[src/rtl/seq_ab_gen.sv]
// seq_ab_gen
//   Stimulus generator for the "a then b" handshake. A start command in IDLE
//   emits a one-cycle pulse on a, waits a programmable gap, then holds b for
//   a programmable number of cycles. The a/b pattern repeats for a
//   programmable iteration count and finishes with a one-cycle done pulse.
//
//   Optional build macro: SEQ_AB_GEN_ERRINJ_EN
//     When defined, inj_err sampled while a is high suppresses b for the
//     whole B phase of that iteration (timing and counters unchanged), which
//     produces a deliberate a ##1 !b violation. When undefined, inj_err is
//     ignored and b is always driven normally.
//
// Ports
//   clk       in   clock, all logic on posedge
//   rst       in   synchronous active-high reset
//   start     in   begin a run (sampled only in IDLE)
//   gap       in   extra cycles between a and b (latched on start)
//   hold      in   b high duration, 0 treated as 1 (latched on start)
//   reps      in   iterations per run, 0 treated as 1 (latched on start)
//   inj_err   in   error-injection request (see macro above)
//   a         out  registered pulse
//   b         out  registered level
//   busy      out  high from the cycle after start until done
//   done      out  one-cycle completion pulse
//   iter_cnt  out  completed iterations in the current or last run
module seq_ab_gen #(
  parameter int GAP_W  = 4,
  parameter int HOLD_W = 4,
  parameter int REP_W  = 8
) (
  input  logic              clk,
  input  logic              rst,
  input  logic              start,
  input  logic [GAP_W-1:0]  gap,
  input  logic [HOLD_W-1:0] hold,
  input  logic [REP_W-1:0]  reps,
  input  logic              inj_err,
  output logic              a,
  output logic              b,
  output logic              busy,
  output logic              done,
  output logic [REP_W-1:0]  iter_cnt
);

  typedef enum logic [2:0] {
    S_IDLE,
    S_A,
    S_GAP,
    S_B,
    S_FIN
  } state_t;

  state_t            state;
  logic [GAP_W-1:0]  gap_q;
  logic [HOLD_W-1:0] hold_q;
  logic [GAP_W-1:0]  gap_cnt;
  logic [HOLD_W-1:0] hold_cnt;
  logic [REP_W-1:0]  reps_left;
  logic              inj_q;
  logic              inj_a;

`ifdef SEQ_AB_GEN_ERRINJ_EN
  assign inj_a = inj_err;
`else
  logic unused_inj_err;
  assign unused_inj_err = inj_err;
  assign inj_a = 1'b0;
`endif

  function automatic logic [HOLD_W-1:0] hold_floor(input logic [HOLD_W-1:0] v);
    return (v == '0) ? HOLD_W'(1) : v;
  endfunction

  function automatic logic [REP_W-1:0] reps_floor(input logic [REP_W-1:0] v);
    return (v == '0) ? REP_W'(1) : v;
  endfunction

  function automatic logic [REP_W-1:0] sat_inc(input logic [REP_W-1:0] v);
    return (v == '1) ? v : v + REP_W'(1);
  endfunction

  always_ff @(posedge clk) begin
    if (rst) begin
      state     <= S_IDLE;
      gap_q     <= '0;
      hold_q    <= '0;
      gap_cnt   <= '0;
      hold_cnt  <= '0;
      reps_left <= '0;
      inj_q     <= 1'b0;
      a         <= 1'b0;
      b         <= 1'b0;
      busy      <= 1'b0;
      done      <= 1'b0;
      iter_cnt  <= '0;
    end else begin
      case (state)
        S_IDLE: begin
          done <= 1'b0;
          if (start) begin
            gap_q     <= gap;
            hold_q    <= hold_floor(hold);
            reps_left <= reps_floor(reps);
            iter_cnt  <= '0;
            inj_q     <= 1'b0;
            a         <= 1'b1;
            busy      <= 1'b1;
            state     <= S_A;
          end
        end
        S_A: begin
          // inj_err is captured while a is high and governs this iteration's B phase.
          a        <= 1'b0;
          inj_q    <= inj_a;
          hold_cnt <= hold_q;
          if (gap_q != '0) begin
            gap_cnt <= gap_q;
            state   <= S_GAP;
          end else begin
            b     <= ~inj_a;
            state <= S_B;
          end
        end
        S_GAP: begin
          if (gap_cnt == GAP_W'(1)) begin
            b     <= ~inj_q;
            state <= S_B;
          end else begin
            gap_cnt <= gap_cnt - GAP_W'(1);
          end
        end
        S_B: begin
          if (hold_cnt == HOLD_W'(1)) begin
            b        <= 1'b0;
            iter_cnt <= sat_inc(iter_cnt);
            // reps_left counts iterations still owed including this one.
            if (reps_left > REP_W'(1)) begin
              reps_left <= reps_left - REP_W'(1);
              a         <= 1'b1;
              state     <= S_A;
            end else begin
              busy  <= 1'b0;
              done  <= 1'b1;
              state <= S_FIN;
            end
          end else begin
            hold_cnt <= hold_cnt - HOLD_W'(1);
          end
        end
        S_FIN: begin
          done  <= 1'b0;
          state <= S_IDLE;
        end
        default: state <= S_IDLE;
      endcase
    end
  end

endmodule

[config.mk]
export PLATFORM = sky130hd
export DESIGN_NAME = seq_ab_gen
export DESIGN_NICKNAME = d
export VERILOG_FILES = /design/src/rtl/seq_ab_gen.sv
export SDC_FILE = /design/constraint.sdc
export NUM_CORES = 1
export LEC_CHECK = 0
export CORE_UTILIZATION = 55
export CTS_CLUSTER_SIZE = 14
export DETAILED_ROUTE_END_ITERATION = 10
export DONT_BUFFER_PORTS = 1
export PLACE_DENSITY = 0.71
export SYNTH_ARGS = -nofsm -noshare
export SYNTH_HDL_FRONTEND = slang
export SYNTH_SLANG_ARGS = --single-unit
[constraint.sdc]
create_clock -name clk -period 2.6 [get_ports clk]
set_input_delay 0.39 -clock clk [delete_from_list [all_inputs] [get_ports clk]]
set_output_delay 0.39 -clock clk [all_outputs]
set_load 0.05 [all_outputs]
---- Word level (Yosys, flattened, before mapping) ----
Cells that the tools add are included.
W data, S select, Z words.
storage, ports and cells
  register bits after elaboration ......... 40
  output and inout port bits .............. 12
  word-level logic and storage cells ...... 95
cells by class
  $add $sub $neg .......................... 4
  magnitude comparators ................... 1
  equality and inequality tests ........... 17
  multiplexer cells ....................... 37
  bitwise gates (word level) .............. 1
  reduce and logical (&&, ||, !) cells .... 23
operator list
  operator               number
  $mux W8                7
  $pmux W8 S2            2
  $ne A2 B2 Y1 const B   10
  $reduce_and A4 Y1      5
  $mux W4                4
  $pmux W4 S2            2
  $mux W1                12
  $mux W3                4
  $pmux W3 S4            1
  $reduce_bool A2 Y1     5
  $reduce_and A3 Y1      3
  $add A8 B1 Y8 const B  1
  $eq A4 B1 Y1 const B   2
  $eq A8 B8 Y1 const B   1
  $gt A8 B1 Y1 const B   1
  $logic_not A8 Y1       1
  $sub A4 B1 Y4 const B  2
  $sub A8 B1 Y8 const B  1
  $eq A3 B2 Y1 const B   2
  $pmux W1 S2            3
  $pmux W1 S3            2
  $reduce_and A2 Y1      3
  $reduce_bool A3 Y1     2
  $logic_not A4 Y1       1
  other kinds (6)        6

---- Depth between registers and ports, before layout ----
Gate-level depths: netlist of the first run.
  depth after elaboration ................. 4
  depth in mapped cells ................... 8

---- Least setup slack after synthesis of the first run ----
No wires, ideal clock.
  path kind ............................... reg2reg
  start ................................... register iter_cnt[0]
  end ..................................... register iter_cnt[1]
  library setup time ...................... 0.070 ns
  arrival ................................. 1.867 ns
  data required time ...................... 2.530 ns
  setup slack ............................. 0.663 ns
  stages on the path, launching flop included .. 7
  cells stage by stage .................... dfxtp_1 -> ha_1 -> nand3_1 -> nor3_1 -> buf_2 -> o21ai_0 -> a21oi_1
between the ends
  longest elaborated chain between the ends .. 4
  elaborated cells between the ends (all ways) .. 7
ends and longest elaborated chain
  item                    line  RTL
  start, declared         42    output logic [REP_W-1:0] iter_cnt
  start signal, assigned  135   iter_cnt <= sat_inc(iter_cnt);
  $add A8 B1 Y8           79    return (v == '1) ? v : v + REP_W'(1);
  $mux W8                 79
  $mux W8                 133   if (hold_cnt == HOLD_W'(1)) begin
  $pmux W8 S2             97    case (state)
Parallel ways exist; a longest one is shown, timed or not. The select of a mux whose other input is x is not followed.
A chain may end at the register's enable or synchronous reset.

---- Final worst setup path of the first run ----
  start ................................... register state[1]
  end ..................................... register gap_cnt[1]
between the ends
  longest elaborated chain between the ends .. 3
  elaborated cells between the ends (all ways) .. 7
ends and longest elaborated chain
  item                                                                 line  RTL
  start, declared                                                      53    state_t state;
  start signal, assigned                                               84    state <= S_IDLE;
  start signal, assigned                                               108   state <= S_A;
  start signal, assigned                                               118   state <= S_GAP;
  $eq A3 B2 Y1 or $eq A3 B1 Y1 (tied branches)                         97
  $ne A2 B2 Y1 (no source line) or $reduce_bool A2 Y1 (tied branches)  --
  $reduce_and A3 Y1 (no source line)                                   --
  end signal, assigned                                                 117   gap_cnt <= gap_q;
  end signal, assigned                                                 129   gap_cnt <= gap_cnt - GAP_W'(1);
  end, declared                                                        56    logic [GAP_W-1:0] gap_cnt;
Parallel ways exist; a longest one is shown, timed or not.

==> metrics, run 1 <==
status completed; Setup crit start kind flop; Internal 1.153 mW; Routed WL per cell 15.56 um; Final Cell Area roughly 2400 sq um; power after layout approximately 1.9 mW; Yosys cell types between 50 and 60; Worst-path clk slew 0.08 ns; Lkg Pwr 0.8214 nW; final worst setup slack roughly 0.62 ns; core footprint roughly 3800 sq um; fin crit share 0.7607; sw frac 0.4018; final core occ 0.6301; hold depth 1; Post-synth top flop dfxtp_1; sequential-to-total area share from yosys stat 0.3461; DRC Markers 0; Slew Viols, Final 0; vias in the first global route approximately 1800; Max Fclk roughly 510 MHz; CTS H-tree depth 2; crit path time final 1.978 ns; Hold Crit Class in -> reg; largest net degree at the start of global routing 34; drt first pass iters 4; CP endpoint kind flop; VDD IR max between 0.4 and 0.5 mV; CP arrival between 2 and 2.5 ns; top cells by area, synth dfxtp_1 35%, a21oi_1 6.9%, ha_1 3.9%; relative slew slack 0.5503; Final Hold Vio Count 0; Max clock buf depth 2; # diodes 0; Setup Crit Path Kind reg -> reg; yosys warns 0; via count 2040; DR iter-0 viols 137; TNS Setup 0 ns; Vias/cell about 6.3; synthesized area per cell approximately 8.2 sq um; setup repair bufs after CTS 0; clock share of power 0.213; antenna-violating nets left 0; MaxCap Viol Count 0; Worst Tran Pin Value about 0.67 ns; count leader, synth dfxtp_1; fraction of synthesis flops using an asynchronous set or reset pin 0; cells after synthesis between 200 and 300; top cells by count, synth 39 x dfxtp_1, 31 x a21oi_1, 23 x nand2_1; Clock Skews 0.004102 ns; share of cells above drive strength 1 0.1014; antenna violations before repair 0; unrepaired setup endpoints after global routing no; Tot GR Track Use 0.2510; full die area approximately 4400 sq um; Psw 774.4 uW; nets 302; gpl congestion slightly below 0.9; final setup fails 0; net count after synthesis around 300; post-cts hold buffer count 0; Flop pwr share 0.432; Skew-Pair Late Insertion Delay about 0.30 ns; placed cell area ~2300 sq um; clock buffer count from CTS 5; Worst R2R Path Depth 5; HPWL after DPL between 3 and 4 mm; Comb pwr share 0.356; first-pass GRT wire length approximately 8.4 mm; # clock sinks 39; Crit Path Max Fanout 11; power per cell area 805.2 nW/um^2; number of synthesized flops with an enable pin 0; I/O pin count 32; Yosys reg bits 39; initial core utilization 0.5939; pre-CTS setup slack ~0.65 ns; # port buffers 0; CTS tree done; post_cts resized 0; Synth-to-Final Area Change 6.101%; Root Driver clkbuf_8; mapped cell area approximately 2300 sq um; Synth top area share 0.3461; WL final between 5 and 6 mm; area leader, netlist dfxtp_1; DIE HEIGHT around 66 um; critical path data required time ~2.8 ns; global route total overflow 0; Die W around 66 um; row count 22
## logic make-up (layout without fill, tap and decap cells)
| kind of cell | count (synthesis) | in the layout | synth area share |
|---|---|---|---|
| compound gates | 87 | 87 | 0.2568 |
| fa+ha+maj | 7 | 7 | 0.03882 |
| buf+inv | 30 | 30 | 0.05824 |
| flops | 39 | 39 | 0.3461 |
| mux | 3 | 3 | 0.01886 |
| simple gates | 110 | 110 | 0.2812 |
## final timing paths
path,slack (ns),endpoint,from
setup / recovery,0.62,gap_cnt[1]$_SDFFE_PP0P_,state[1]$_SDFFE_PP0P_
hold / removal,0.15,reps_left[0]$_SDFFE_PP0P_,rst
setup reg to reg,0.62,gap_cnt[1]$_SDFFE_PP0P_,state[1]$_SDFFE_PP0P_
hold reg to reg,0.45,hold_q[2]$_SDFFE_PP0P_,hold_q[2]$_SDFFE_PP0P_
## area by class of cell
type	instances	area [sq um]
clock buffers	6	72.57
clock inverters	2	12.51
fillers	345	1405
inverters	11	41.29
multi-input cells	207	1344
flip-flops and latches	39	780.7
well taps	48	60.06
repair buffers	11	82.58
## worst max-delay path: stages, from the launching register on
cell      delay [ns]
dfxtp_1         0.54
buf_4           0.23
nor2b_1         0.33
a22oi_1         0.25
a2111o_1        0.43
a21oi_1         0.14
## state kept, by name, summed over array words and instances (netlist names)
name	flops
iter_cnt	8
hold_cnt	4
gap_cnt	4
hold_q	4
done	1
gap_q	4
state	3
busy	1
a	1
reps_left	8
b	1
## power groups by stage
stage               clock (mW)  sequential, mW  combinational (mW)
floorplan                    0           0.813               0.562
global placement             0           0.842               0.671
detailed placement           0           0.843               0.678
CTS                      0.419           0.830               0.681
global route             0.446           0.848               0.768
finish                   0.410           0.832               0.685
## placed cells by master (no fill, tap or decap), types with 6 or more instances in the layout
cell and instances:
or3_1 6, or4_1 6, dfxtp_1 39, o31ai_1 9, nor4_1 6, ha_1 7, inv_1 11, nor2_1 20
buf_4 11, o21ai_0 13, nor3_1 11, nand2_1 23, o311ai_0 7, a21oi_1 31
## layer usage
| layer | global-route usage | vias up | wire [um] |
|---|---|---|---|
| li1 | - | 1041 | - |
| met3 | 0.06207 | 4 | 348 |
| met5 | 0 | - | 0 |
| met4 | 0.07979 | 0 | 29 |
| met1 | 0.3524 | 926 | 2457 |
| met2 | 0.3737 | 69 | 2205 |
## stage by stage
stage	cells	hold slack (ns)
after global routing	324	0.1345
after detailed placement	316	0.4447
after CTS	324	0.1409
final	324	0.1548
after floorplan	276	0.4325
after global placement	316	0.4368
No activity file was read; power rests on OpenSTA's default activity.
==> run 2: changes to the inputs <==
clock period = 2 ns   (was 2.6 ns; I/O delays follow)
==> run 2 against run 1 <==
Largest cell class unchanged. Critical endpoint is now gap_cnt[2]$_SDFFE_PP0P_. Sequential power rose by 26%. Global-route usage up 0.86 points. Clock skew decreased by 0.0012 ns. Largest power group unchanged.
==> metrics, run 2 (synthesized netlist as in run 1, its figures left out) <==
crit path time final 1.862 ns; Worst-path clk slew around 0.070 ns; Routed WL per cell roughly 16 um; antenna violations before repair 0; WL final between 5 and 6 mm; Skew-Pair Late Insertion Delay around 0.29 ns; drt first pass iters 5; Flop pwr share 0.406; CTS tree done; Final Hold Vio Count 0; DR iter-0 viols roughly 140; hold slack 0.07492 ns; Clock Skews about 0.0029 ns; post-cts hold buffer count 0; critical path data required time about 2.2 ns; Max clock buf depth 2; Crit Path Max Fanout 7; CP endpoint kind flop; Synth-to-Final Area Change 11.65%; # port buffers 0; CP arrival roughly 2.1 ns; multi-input gate area in the final layout ~1400 sq um; CTS H-tree depth 2; core footprint 3799 sq um; Tot GR Track Use 0.2596; Root Driver clkbuf_8; Top Registers iter_cnt (8), reps_left (8); relative slew slack 0.6558; Hold Crit Class in -> reg; Setup crit start kind flop; Sequential Area a little under 800 sq um; nets about 320; TNS Setup 0 ns; Lkg Pwr 0.9029 nW; fin crit share 0.9312; full die area about 4400 sq um; MaxCap Viol Count 0; Psw approximately 1.0 mW; DIE HEIGHT approximately 66 um; Die W 66.05 um; VDD IR max 0.6214 mV; power per cell area a little over 1000 nW/um^2; # diodes 0; vias in the first global route 1852; first-pass GRT wire length 8.700 mm; via count around 2200; Slew Viols, Final 0; sw frac 0.3948; row count 22; commonest non-fill, non-tap cells in the layout 39 x dfxtp_1, 31 x a21oi_1, 27 x buf_4; share of cells above drive strength 1 0.1507; post_cts resized 0; final setup fails 0; # clock sinks 39; antenna-violating nets left 0; HPWL after DPL 3.763 mm; Comb pwr share 0.392; I/O pin count 32; global route total overflow 0; unrepaired setup endpoints after global routing no; leading cell type in the layout, fill and taps excluded dfxtp_1; Internal 1.565 mW; initial core utilization 0.5939; FILL cells around 350; gpl congestion between 0.8 and 0.9; largest net degree at the start of global routing 34; setup repair bufs after CTS 0; Max Fclk between 500 and 600 MHz; clock buffer count from CTS 5; status completed; Vias/cell around 6.3; Worst Tran Pin Value 0.5156 ns; Setup Crit Path Kind reg -> reg; DRC Markers 0; clock share of power 0.201
==> run 2: area by class of cell <==
class	count	area share
inverters	11	0.01639
clock inverters	1	0.001987
well taps	48	0.02384
clock buffers	7	0.03030
multi-input cells	207	0.5370
flip-flops and latches	39	0.3100
repair buffers	27	0.08048
==> run 2: worst paths after layout <==
path | startpoint | endpoint | slack (ns) | cells past startpoint
worst min register to register | hold_q[1]$_SDFFE_PP0P_ | hold_q[1]$_SDFFE_PP0P_ | 0.45 | 2
worst min-delay path | rst | gap_cnt[1]$_SDFFE_PP0P_ | 0.07 | 1
worst max register to register | gap_cnt[1]$_SDFFE_PP0P_ | gap_cnt[2]$_SDFFE_PP0P_ | 0.14 | 6
worst max-delay path | gap_cnt[1]$_SDFFE_PP0P_ | gap_cnt[2]$_SDFFE_PP0P_ | 0.14 | 6
==> run 2: per-stage QoR <==
step | utilization | std cells | cell area, sq um | setup slack (ns) | power (mW)
finish | 0.6630 | 340 | 2519 | 0.1376 | 2.586
global route | 0.6630 | 340 | 2519 | 0.006942 | 2.749
CTS | 0.6607 | 340 | 2510 | 0.05245 | 2.578
detailed placement | 0.6393 | 332 | 2429 | 0.06713 | 2.061
global placement | 0.6393 | 332 | 2429 | 0.09952 | 2.040
floorplan | - | 276 | 2256 | 0.06254 | 1.789
==> run 2: layer usage <==
metal  global-route usage  wire length (um)
met1               0.3609              2601
met2               0.3929              2445
met3              0.06897               251
met4              0.07181                62
met5                    0                 0
==> run 2: critical path: stages, from the launching register on <==
cell	delay, ns
dfxtp_1	0.33
inv_1	0.08
ha_1	0.15
or3b_2	0.47
a22oi_1	0.43
o311ai_0	0.22
o41ai_1	0.09
==> run 2: power groups by stage <==
stage	registers, mW	logic (mW)	clock network, mW
after floorplan	1.06	0.731	0
after global placement	1.06	0.980	0
after detailed placement	1.06	0.996	0
after CTS	1.05	1.00	0.529
after global routing	1.07	1.12	0.563
final	1.05	1.01	0.521
==> run 3: changes to the inputs <==
SKIP_LAST_GASP = 1   (was not set)
==> results of run 3 <==
The final DEF is identical to that of run 2; final timing and power are the same.
